File: src/rtl/setup.sv
// rtl/setup.sv - configuration menu of the digital lock: eight keypad-driven setup steps

package lock_pkg;
  typedef logic [19:0][3:0] senhaPac_t;
  typedef logic [5:0][3:0]  bcdPac_t;
  typedef struct packed {
    logic       bip_status;
    logic [6:0] bip_time;
    logic [6:0] tranca_aut_time;
    senhaPac_t  senha_master;
    senhaPac_t  senha_1;
    senhaPac_t  senha_2;
    senhaPac_t  senha_3;
    senhaPac_t  senha_4;
  } setupPac_t;
endpackage

module setup #(
  parameter int DEF_BIP_TIME  = 5,
  parameter int DEF_TRAV_TIME = 5,
  parameter int MIN_TIME      = 5,
  parameter int MAX_TIME      = 60
) (
  input  logic         clk,
  input  logic         rst,
  input  logic         setup_on,
  input  logic [79:0]  digitos_value,
  input  logic         digitos_valid,
  output logic         display_en,
  output logic [23:0]  bcd_pac,
  output logic [414:0] data_setup_new,
  output logic         data_setup_ok
);
  import lock_pkg::*;

  typedef enum logic [3:0] {
    S_IDLE         = 4'd0,
    S_BIP_STATUS   = 4'd1,
    S_BIP_TIME     = 4'd2,
    S_TRAV_TIME    = 4'd3,
    S_SENHA_MASTER = 4'd4,
    S_SENHA_1      = 4'd5,
    S_SENHA_2      = 4'd6,
    S_SENHA_3      = 4'd7,
    S_SENHA_4      = 4'd8,
    S_DONE         = 4'd9
  } state_t;

  localparam logic [6:0] MIN_T       = 7'(MIN_TIME);
  localparam logic [6:0] MAX_T       = 7'(MAX_TIME);
  localparam senhaPac_t  SENHA_BLANK = {20{4'hF}};
  localparam senhaPac_t  SENHA_DEF   = {{16{4'hF}}, 4'h4, 4'h3, 4'h2, 4'h1};
  localparam setupPac_t  SETUP_DEF   = {1'b1, 7'(DEF_BIP_TIME), 7'(DEF_TRAV_TIME),
                                        SENHA_DEF, {4{SENHA_BLANK}}};

  state_t    state_q, state_d, step_next;
  setupPac_t work_q, work_d;
  setupPac_t data_q, data_d;
  bcdPac_t   bcd_q, bcd_d;
  logic      display_en_q, display_en_d;
  logic      ok_q, ok_d;

  senhaPac_t  entry;
  senhaPac_t  pw_val;
  logic [4:0] len;
  logic       found, all_dec, empty, time_ok, pw_ok, zero_entry;
  logic [6:0] tval, disp_t;

  // Step that follows the current one; SENHA_4 hands over to the commit cycle.
  always_comb begin
    step_next = S_IDLE;
    case (state_q)
      S_BIP_STATUS:   step_next = S_BIP_TIME;
      S_BIP_TIME:     step_next = S_TRAV_TIME;
      S_TRAV_TIME:    step_next = S_SENHA_MASTER;
      S_SENHA_MASTER: step_next = S_SENHA_1;
      S_SENHA_1:      step_next = S_SENHA_2;
      S_SENHA_2:      step_next = S_SENHA_3;
      S_SENHA_3:      step_next = S_SENHA_4;
      S_SENHA_4:      step_next = S_DONE;
      default:        step_next = S_IDLE;
    endcase
  end

  // Decode the keypad entry: length up to the first 0xF, decimal check, time value, padded password.
  always_comb begin
    entry   = senhaPac_t'(digitos_value);
    len     = 5'd0;
    found   = 1'b0;
    all_dec = 1'b1;
    pw_val  = SENHA_BLANK;
    for (int i = 0; i < 20; i++) begin
      if (!found) begin
        if (entry[i] == 4'hF) begin
          found = 1'b1;
        end else begin
          len = len + 5'd1;
          if (entry[i] > 4'd9) all_dec = 1'b0;
        end
      end
    end
    for (int i = 0; i < 20; i++) begin
      if (5'(i) < len) pw_val[i] = entry[i];
    end
    empty      = (entry[0] == 4'hF);
    tval       = (len == 5'd1) ? {3'b000, entry[0]}
                               : 7'(entry[0]) * 7'd10 + 7'(entry[1]);
    time_ok    = all_dec && (len == 5'd1 || len == 5'd2) && tval >= MIN_T && tval <= MAX_T;
    pw_ok      = all_dec && len >= 5'd4 && len <= 5'd12;
    zero_entry = (len == 5'd1) && (entry[0] == 4'h0);
  end

  // Menu FSM: next state and working-copy update for each step.
  always_comb begin
    state_d = state_q;
    work_d  = work_q;
    case (state_q)
      S_IDLE: begin
        if (setup_on) begin
          work_d  = data_q;
          state_d = S_BIP_STATUS;
        end
      end
      S_DONE: state_d = S_IDLE;
      default: begin
        if (digitos_valid) begin
          if (empty) begin
            state_d = step_next;
          end else begin
            case (state_q)
              S_BIP_STATUS: begin
                if (entry[0] == 4'h0 || entry[0] == 4'h1) begin
                  work_d.bip_status = entry[0][0];
                  state_d = step_next;
                end
              end
              S_BIP_TIME: begin
                if (time_ok) begin
                  work_d.bip_time = tval;
                  state_d = step_next;
                end
              end
              S_TRAV_TIME: begin
                if (time_ok) begin
                  work_d.tranca_aut_time = tval;
                  state_d = step_next;
                end
              end
              S_SENHA_MASTER: begin
                if (pw_ok) begin
                  work_d.senha_master = pw_val;
                  state_d = step_next;
                end
              end
              S_SENHA_1: begin
                if (pw_ok || zero_entry) begin
                  work_d.senha_1 = pw_ok ? pw_val : SENHA_BLANK;
                  state_d = step_next;
                end
              end
              S_SENHA_2: begin
                if (pw_ok || zero_entry) begin
                  work_d.senha_2 = pw_ok ? pw_val : SENHA_BLANK;
                  state_d = step_next;
                end
              end
              S_SENHA_3: begin
                if (pw_ok || zero_entry) begin
                  work_d.senha_3 = pw_ok ? pw_val : SENHA_BLANK;
                  state_d = step_next;
                end
              end
              S_SENHA_4: begin
                if (pw_ok || zero_entry) begin
                  work_d.senha_4 = pw_ok ? pw_val : SENHA_BLANK;
                  state_d = step_next;
                end
              end
              default: state_d = S_IDLE;
            endcase
          end
        end
      end
    endcase
  end

  // Commit, strobe and display ownership all line up with the cycle spent in DONE.
  always_comb begin
    data_d       = (state_d == S_DONE) ? work_d : data_q;
    ok_d         = (state_d == S_DONE);
    display_en_d = (state_d != S_IDLE) && (state_d != S_DONE);
  end

  // Display: step number plus the value being edited, new values shown as soon as they are accepted.
  always_comb begin
    bcd_d  = {6{4'hF}};
    disp_t = (state_q == S_TRAV_TIME) ? work_d.tranca_aut_time : work_d.bip_time;
    if (state_q != S_IDLE && state_q != S_DONE) begin
      bcd_d[5] = 4'h0;
      bcd_d[4] = 4'(state_q);
    end
    case (state_q)
      S_BIP_STATUS: bcd_d[0] = {3'b000, work_d.bip_status};
      S_BIP_TIME, S_TRAV_TIME: begin
        bcd_d[1] = 4'(disp_t / 7'd10);
        bcd_d[0] = 4'(disp_t % 7'd10);
      end
      default: ;
    endcase
  end

  // State and output registers; reset aborts any menu in progress and restores defaults.
  always_ff @(posedge clk) begin
    if (rst) begin
      state_q      <= S_IDLE;
      work_q       <= SETUP_DEF;
      data_q       <= SETUP_DEF;
      bcd_q        <= {6{4'hF}};
      display_en_q <= 1'b0;
      ok_q         <= 1'b0;
    end else begin
      state_q      <= state_d;
      work_q       <= work_d;
      data_q       <= data_d;
      bcd_q        <= bcd_d;
      display_en_q <= display_en_d;
      ok_q         <= ok_d;
    end
  end

  assign display_en     = display_en_q;
  assign bcd_pac        = bcd_q;
  assign data_setup_new = data_q;
  assign data_setup_ok  = ok_q;

endmodule

File: config.mk
export PLATFORM = sky130hd
export DESIGN_NAME = setup
export DESIGN_NICKNAME = d
export VERILOG_FILES = /design/src/rtl/setup.sv
export SDC_FILE = /design/constraint.sdc
export NUM_CORES = 2
export LEC_CHECK = 0
export CAP_MARGIN = 20
export CORE_MARGIN = 2
export CORE_UTILIZATION = 35
export DETAILED_ROUTE_END_ITERATION = 12
export PLACE_DENSITY = 0.63
export SYNTH_ARGS = -nofsm -noshare
export SYNTH_HDL_FRONTEND = slang
export SYNTH_SLANG_ARGS = --single-unit
export TNS_END_PERCENT = 50
File: constraint.sdc
create_clock -name clk -period 40.9 [get_ports clk]
set_input_delay 6.135 -clock clk [delete_from_list [all_inputs] [get_ports clk]]
set_output_delay 6.135 -clock clk [all_outputs]
set_load 0.01 [all_outputs]
# After elaboration in Yosys (flattened, before gate mapping)
# Memories as Yosys holds them, arrays and structs flattened. A register that Yosys moved wholly into a read port is not among the register bits.
# Index checks and enable logic that the tools add are counted.
# W data, S select, Z words.
[totals] register_bits=860 rom_bits=64 wordCells=529 n_memories=1
[mem_list] name="(no name shown)" words=16 width=4 rd=1 rd_ports_with_merged_regs=1 write_ports=0 line="72" source="case (state_q)"
[classes] addsub=20 n_mul=1 div_mod_pow=2 order_cmp=44 eq_ne=35 n_mux=190 bitwise=2 reduce_logical=19
[ops] operator="$mux W415" count=3
[ops] operator="$mux W80" count=11
[ops] operator="$pmux W415 S2" count=1
[ops] operator="$mux W5" count=38
[ops] operator="$mux W4" count=28
[ops] operator="$mux W1" count=99
[ops] operator="$add A5 B1 Y5 const B" count=19
[ops] operator="$eq A4 B4 Y1 const B" count=23
[ops] operator="$gt A4 B4 Y1 const B" count=20
[ops] operator="$mux W7" count=6
[ops] operator="$lt A4 B5 Y1 const A" count=8
[ops] operator="$lt A3 B5 Y1 const A" count=4
[ops] operator="$lt A5 B5 Y1 const A" count=4
[ops] operator="$eq A4 B3 Y1 const B" count=4
[ops] operator="$pmux W4 S2" count=2
[ops] operator="$pmux W4 S4" count=1
[ops] operator="$lt A1 B5 Y1 const A" count=2
[ops] operator="$lt A2 B5 Y1 const A" count=2
[ops] operator="$eq A4 B1 Y1 const B" count=2
[ops] operator="$eq A4 B2 Y1 const B" count=2
[ops] operator="$logic_and A1 B1 Y1" count=8
[ops] operator="$logic_not A4 Y1" count=2
[ops] operator="$mux W8" count=1
[ops] operator="$ne A4 B4 Y1 const B" count=2
[ops] operator="15 further kinds" count=21

# Logic depth before layout (Yosys ltp)
[logic_depth] depth_word=72 mapped_depth=75

# Worst setup path after synthesis
# OpenSTA, ideal clock, no wires.
[synth_path] path_type="input port to flip-flop" startpoint="input port digitos_value[3]" endpoint="register bcd_q, in the netlist bcd_pac[1]" arrival_time_ns=20.011 required_time_ns=40.761 setup_slack_ns=20.750 path_stages=71 cell_sequence="clkbuf_1 and4_1 clkbuf_1 a21oi_1 ha_1 nor3_1 nor2_1 ha_1 nand2_1 a31oi_1 ha_1 nor2_1 nor2_1 ha_1 nand2_1 a31oi_1 ha_1 nand2_1 [... 35 more ...] o221ai_1 mux2i_1 nand2_1 nor4b_1 nand3b_1 mux2i_1 nor2_1 a211oi_1 or2_2 clkbuf_1 nor2_1 a311o_1 nor2_1 ha_1 o31ai_1 a21boi_1 xnor2_1 o21ai_1"
[synth_between] elab_chain_len=72 word_cells_on_any_way=159
[synth_rtl] item="start: declaration" line="27" source="input logic [79:0] digitos_value,"
[synth_rtl] item="$eq A4 B4 Y1" line="94, 105"
[synth_rtl] item="$mux W1" line="94" source="if (entry[i] == 4'hF) begin"
[synth_rtl] item="$add A5 B1 Y5" line="97" source="len = len + 5'd1;"
[synth_rtl] item="$mux W5" line="94"
[synth_rtl] item="$mux W5" line="93" source="if (!found) begin"
[synth_rtl] item="$add A5 B1 Y5" line="97"
[synth_rtl] item="$mux W5" line="94"
[synth_rtl] item="$mux W5" line="93"
[synth_rtl] item="[... 56 more ...]"
[synth_rtl] item="$mux W7 (on tied branches)" line="138, 144"
[synth_rtl] item="$mux W7" line="130" source="case (state_q)"
[synth_rtl] item="$mux W415 *" line="127" source="if (empty) begin"
[synth_rtl] item="$mux W415 *" line="126" source="if (digitos_valid) begin"
[synth_rtl] item="$pmux W415 S2 *" line="117" source="case (state_q)"
[synth_rtl] item="$mux W7 *" line="197" source="disp_t = (state_q == S_TRAV_TIME) ? work_d.tranca_aut_time : work_d.bip_time;"
[synth_rtl] item="$mod A7 B4 Y7 *" line="206" source="bcd_d[0] = 4'(disp_t % 7'd10);"
[synth_rtl] item="$pmux W4 S2 *" line="202" source="case (state_q)"
[synth_rtl] item="end signal: assignment" line="218" source="bcd_q <= {6{4'hF}};"
[synth_rtl] item="end: declaration" line="59" source="bcdPac_t bcd_q, bcd_d;"
# Mark *: on every way between the ends. The rest lies on a longest branch, timed or not.
# A chain may end at the register's enable or synchronous reset.

# Worst setup path after layout
[layout_path] startpoint="input port digitos_value[3]" endpoint="register data_q, in the netlist data_setup_new[145]"
[layout_between] elab_chain_len=70 word_cells_on_any_way=175
[layout_rtl] item="$eq A4 B4 Y1" line="94, 105"
[layout_rtl] item="$mux W1" line="94"
[layout_rtl] item="$add A5 B1 Y5" line="97"
[layout_rtl] item="$mux W5" line="94"
[layout_rtl] item="$mux W5" line="93"
[layout_rtl] item="$add A5 B1 Y5" line="97"
[layout_rtl] item="$mux W5" line="94"
[layout_rtl] item="$mux W5" line="93"
[layout_rtl] item="[... 53 more ...]"
[layout_rtl] item="$ge A7 B3 Y1 / $logic_and A1 B1 Y1 (equally long branches)" line="108" source="time_ok = all_dec && (len == 5'd1 || len == 5'd2) && tval >= MIN_T && tval <= MAX_T;"
[layout_rtl] item="$logic_and A1 B1 Y1 (2 in series)" line="108"
[layout_rtl] item="$mux W4" line="138, 144"
[layout_rtl] item="$pmux W4 S4" line="130"
[layout_rtl] item="$mux W4" line="127"
[layout_rtl] item="$mux W4" line="126"
[layout_rtl] item="$pmux W4 S2" line="117"
[layout_rtl] item="$eq A4 B4 Y1" line="189" source="data_d = (state_d == S_DONE) ? work_d : data_q;"
[layout_rtl] item="end signal: assignment" line="224" source="data_q <= data_d;"
[layout_rtl] item="end: declaration" line="58" source="setupPac_t data_q, data_d;"
# Parallel ways exist; a longest one is shown, timed or not.

==> run metrics <==
Period minus WS final 24.27 ns; most used cell, CP ha_1; Residual DRC 0; Crit path max-delay family adder cells; CP max FO 109; die area 104100 µm²; XOR/XNOR Fraction of Synth Area 0.9332%; cell count after synthesis 4398; mapped cell area 35530 µm²; Hold Crit Start work_q[334]; async set or reset register ratio after synthesis 0%; P&R area growth vs syn 24.57%; initial antenna violation count 6; r2r endpoint data_setup_new[145]; H-tree levels 3; clk_skew 0.02028 ns; Worst EP required 41.47 ns; I/O Buffers 516; mux share of post-synthesis cell area 1.042%; top-count cell post-synth dfxtp_1; internal power 0.001537 W; CTS Buffer Depth 3; root buf cell clkbuf_16; die width 322.6 µm; final wirelength 124.0 mm; antenna-violating nets left 0; Post-Synth Simple-Gate Area 21.21%; die height 322.6 µm; VDD IR-drop max 0.03570 mV; initial detailed-routing violation count 3085; syn_area_per_cell 8.078 µm²; Final Slew Violations 0; Tcrit/Tclk final 59.33%; Via density 5.481; Overflow after GRT 0; run status complete, no violations; vias in the first global route 30110; Net Sw Frac 31.47%; Max-cap violations 0; sequential fraction of design power 41.1%; post-DP HPWL 81.48 mm; Max stage delay on crit path 1.13 ns; Leak 15.50 nW; Setup Buffers After CTS 0; Yosys top cell by area dfxtp_1; effective utilization at floorplan 35.43%; Worst Path Buf+Inv 5; Hold Violations, Final 0; Switch Pwr 0.0007057 W; hold-critical path depth 2; R2R Setup Slk 35.00 ns; fin util 44.13%; #FFs+latches synth 853; Synth Area in Adders 1.299%; Compound-Gate Fraction of Synth Area 22.53%; pin count of the biggest net entering global routing 258; list of most frequent post-synthesis cells dfxtp_1, nand2_1, nor2_1; Synth top area share 48.06%; Worst-Margin Slew 1.141 ns; final setup fails 0; HP Class flop to flop; Total GRT Usage 22.87%; Core ar. 100300 µm²; R2R Path Start state_q[0]; Synth Flop Type dfxtp_1; Area contributors post-synth dfxtp_1, nand2_1, o21ai_0; Synth cell types 89; DR WL/cell 20.30 µm; Gate power share 22.2%; yosys warns 0; global placer's final weighted congestion 0.8986; CP max-delay cell or4_2; TritonCTS Buffers 91; FF-to-FF path depth 11; clock power share 36.7%; via count 33490; critical path arrival 24.84 ns; pwr dens 50.68 nW/µm²; Worst slew margin 23.78%; router iterations before antenna repair 6; Clock Pin Slew Worst Setup and Hold Paths 0.06 ns; Seq/Total Area, Yosys 48.06%; Clock Latency Late Sink 0.67 ns; Final nets 4792; Sink Count 853; EDFF count, synth 0; RSZ-0062 raised after global routing false; first-pass GRT wire length 186.5 mm; Worst Setup End Kind flop; Setup CP Type primary input to flop; Worst setup SP type primary input; Boundary Pins 525; post-cts resize count 0; Std-Cell Rows 116; Max Clock Freq 41.21 MHz; TritonCTS clock tree done; final setup TNS 0 ns; largest family of logic cells by synthesized area compound AO/OA/AOI/OAI gates; fraction of layout instances using a drive strength above 1 5.117%; cts hold-fix bufs 0; Hold EP work_q[334]
## layout by cell type (no fill, tap or decap), drive strengths merged, types with 14 or more instances in the layout
| master | instances |
|---|---|
| nor2 | 425 |
| a221oi | 84 |
| nor4 | 14 |
| o211ai | 163 |
| inv | 35 |
| nand4 | 35 |
| dfxtp | 853 |
| ha | 28 |
| o21ai | 558 |
| nor3 | 242 |
| clkinv | 17 |
| buf | 48 |
| a31oi | 158 |
| xnor2 | 21 |
| mux2i | 22 |
| nand2 | 716 |
| o221ai | 20 |
| or3 | 144 |
| a21oi | 238 |
| clkbuf | 138 |
| nand3 | 36 |
| clkdlybuf4s50 | 515 |
## worst reg2reg max path: stages (launching register included)
cell       delay, ns
dfxtp_1         0.69
inv_1           0.30
nor4_1          0.74
a21oi_1         0.14
or3_1           0.37
a31oi_1         0.27
a2111oi_4       0.11
and4bb_4        0.95
buf_4           0.86
buf_4           0.97
nor3_1          0.19
a31oi_1         0.21
## per-stage QoR
stage / cell area, µm² / setup slack, ns / std cells / hold WS [ns] / total power (W)
floorplan: 35560 / 20.75 / 4405 / 0.4170 / 0.001252
global placement: 41260 / 16.43 / 5941 / 0.4287 / 0.001427
detailed placement: 41260 / 16.05 / 5941 / 0.4364 / 0.001434
CTS: 44240 / 16.73 / 6105 / 0.4501 / 0.002257
global route: 44250 / 15.22 / 6107 / 0.4847 / 0.002348
finish: 44260 / 16.63 / 6110 / 0.4466 / 0.002243
## layout make-up
cell class,count,area (µm²)
fillers,9909,56030
flip-flops and latches,853,17080
multi-input cells,3138,16830
repair buffers,563,5535
clock buffers,138,2695
well taps,1357,1698
clock inverters,26,284.0
inverters,31,123.9
diodes,4,10.01
## flip-flops by register name, indices dropped and copies added, names as in the netlist
| register | cells |
|---|---|
| state_q | 4 |
| data_setup_new | 415 |
| work_q | 415 |
| bcd_pac | 13 |
| step_next | 4 |
| display_en | 1 |
| data_setup_ok | 1 |
## cells by family after synthesis
family	after synthesis
AOI/OAI and AO/OA	1326
xor gates and xnor gates	32
adders and majority gates	37
buffers and inverters	414
DFF	853
muxes	35
other	1
and+or+nand+nor	1700
## routing by layer
layer	wire, µm	vias up	track usage [%]
li1	-	16240	-
met1	52750	15910	29.84
met2	56320	1131	35.68
met3	10570	197	6.580
met4	4366	6	8.724
met5	28	-	0
## worst max path at each step
| stage | depth (start not counted) | start | endpoint | slack (ns) |
|---|---|---|---|---|
| 2_1_floorplan | 71 | digitos_value[3] | bcd_pac[1] | 20.75 |
| 3_3_place_gp | 70 | digitos_value[1] | data_setup_new[331] | 16.43 |
| 3_5_place_dp | 71 | digitos_value[1] | data_setup_new[145] | 16.05 |
| 4_1_cts | 71 | digitos_value[1] | data_setup_new[145] | 16.73 |
| 5_1_grt | 71 | digitos_value[1] | data_setup_new[145] | 15.22 |
| 6_report | 71 | digitos_value[3] | data_setup_new[145] | 16.63 |
## power by group through the flow
stage	Clock (W)	Sequential, W	Combinational (W)
2_1_floorplan	0	0.000941	0.000310
3_3_place_gp	0	0.000938	0.000489
3_5_place_dp	0	0.000940	0.000494
4_1_cts	0.000839	0.000922	0.000496
5_1_grt	0.000875	0.000928	0.000545
6_report	0.000822	0.000922	0.000498
No activity file was read; power rests on OpenSTA's default activity.
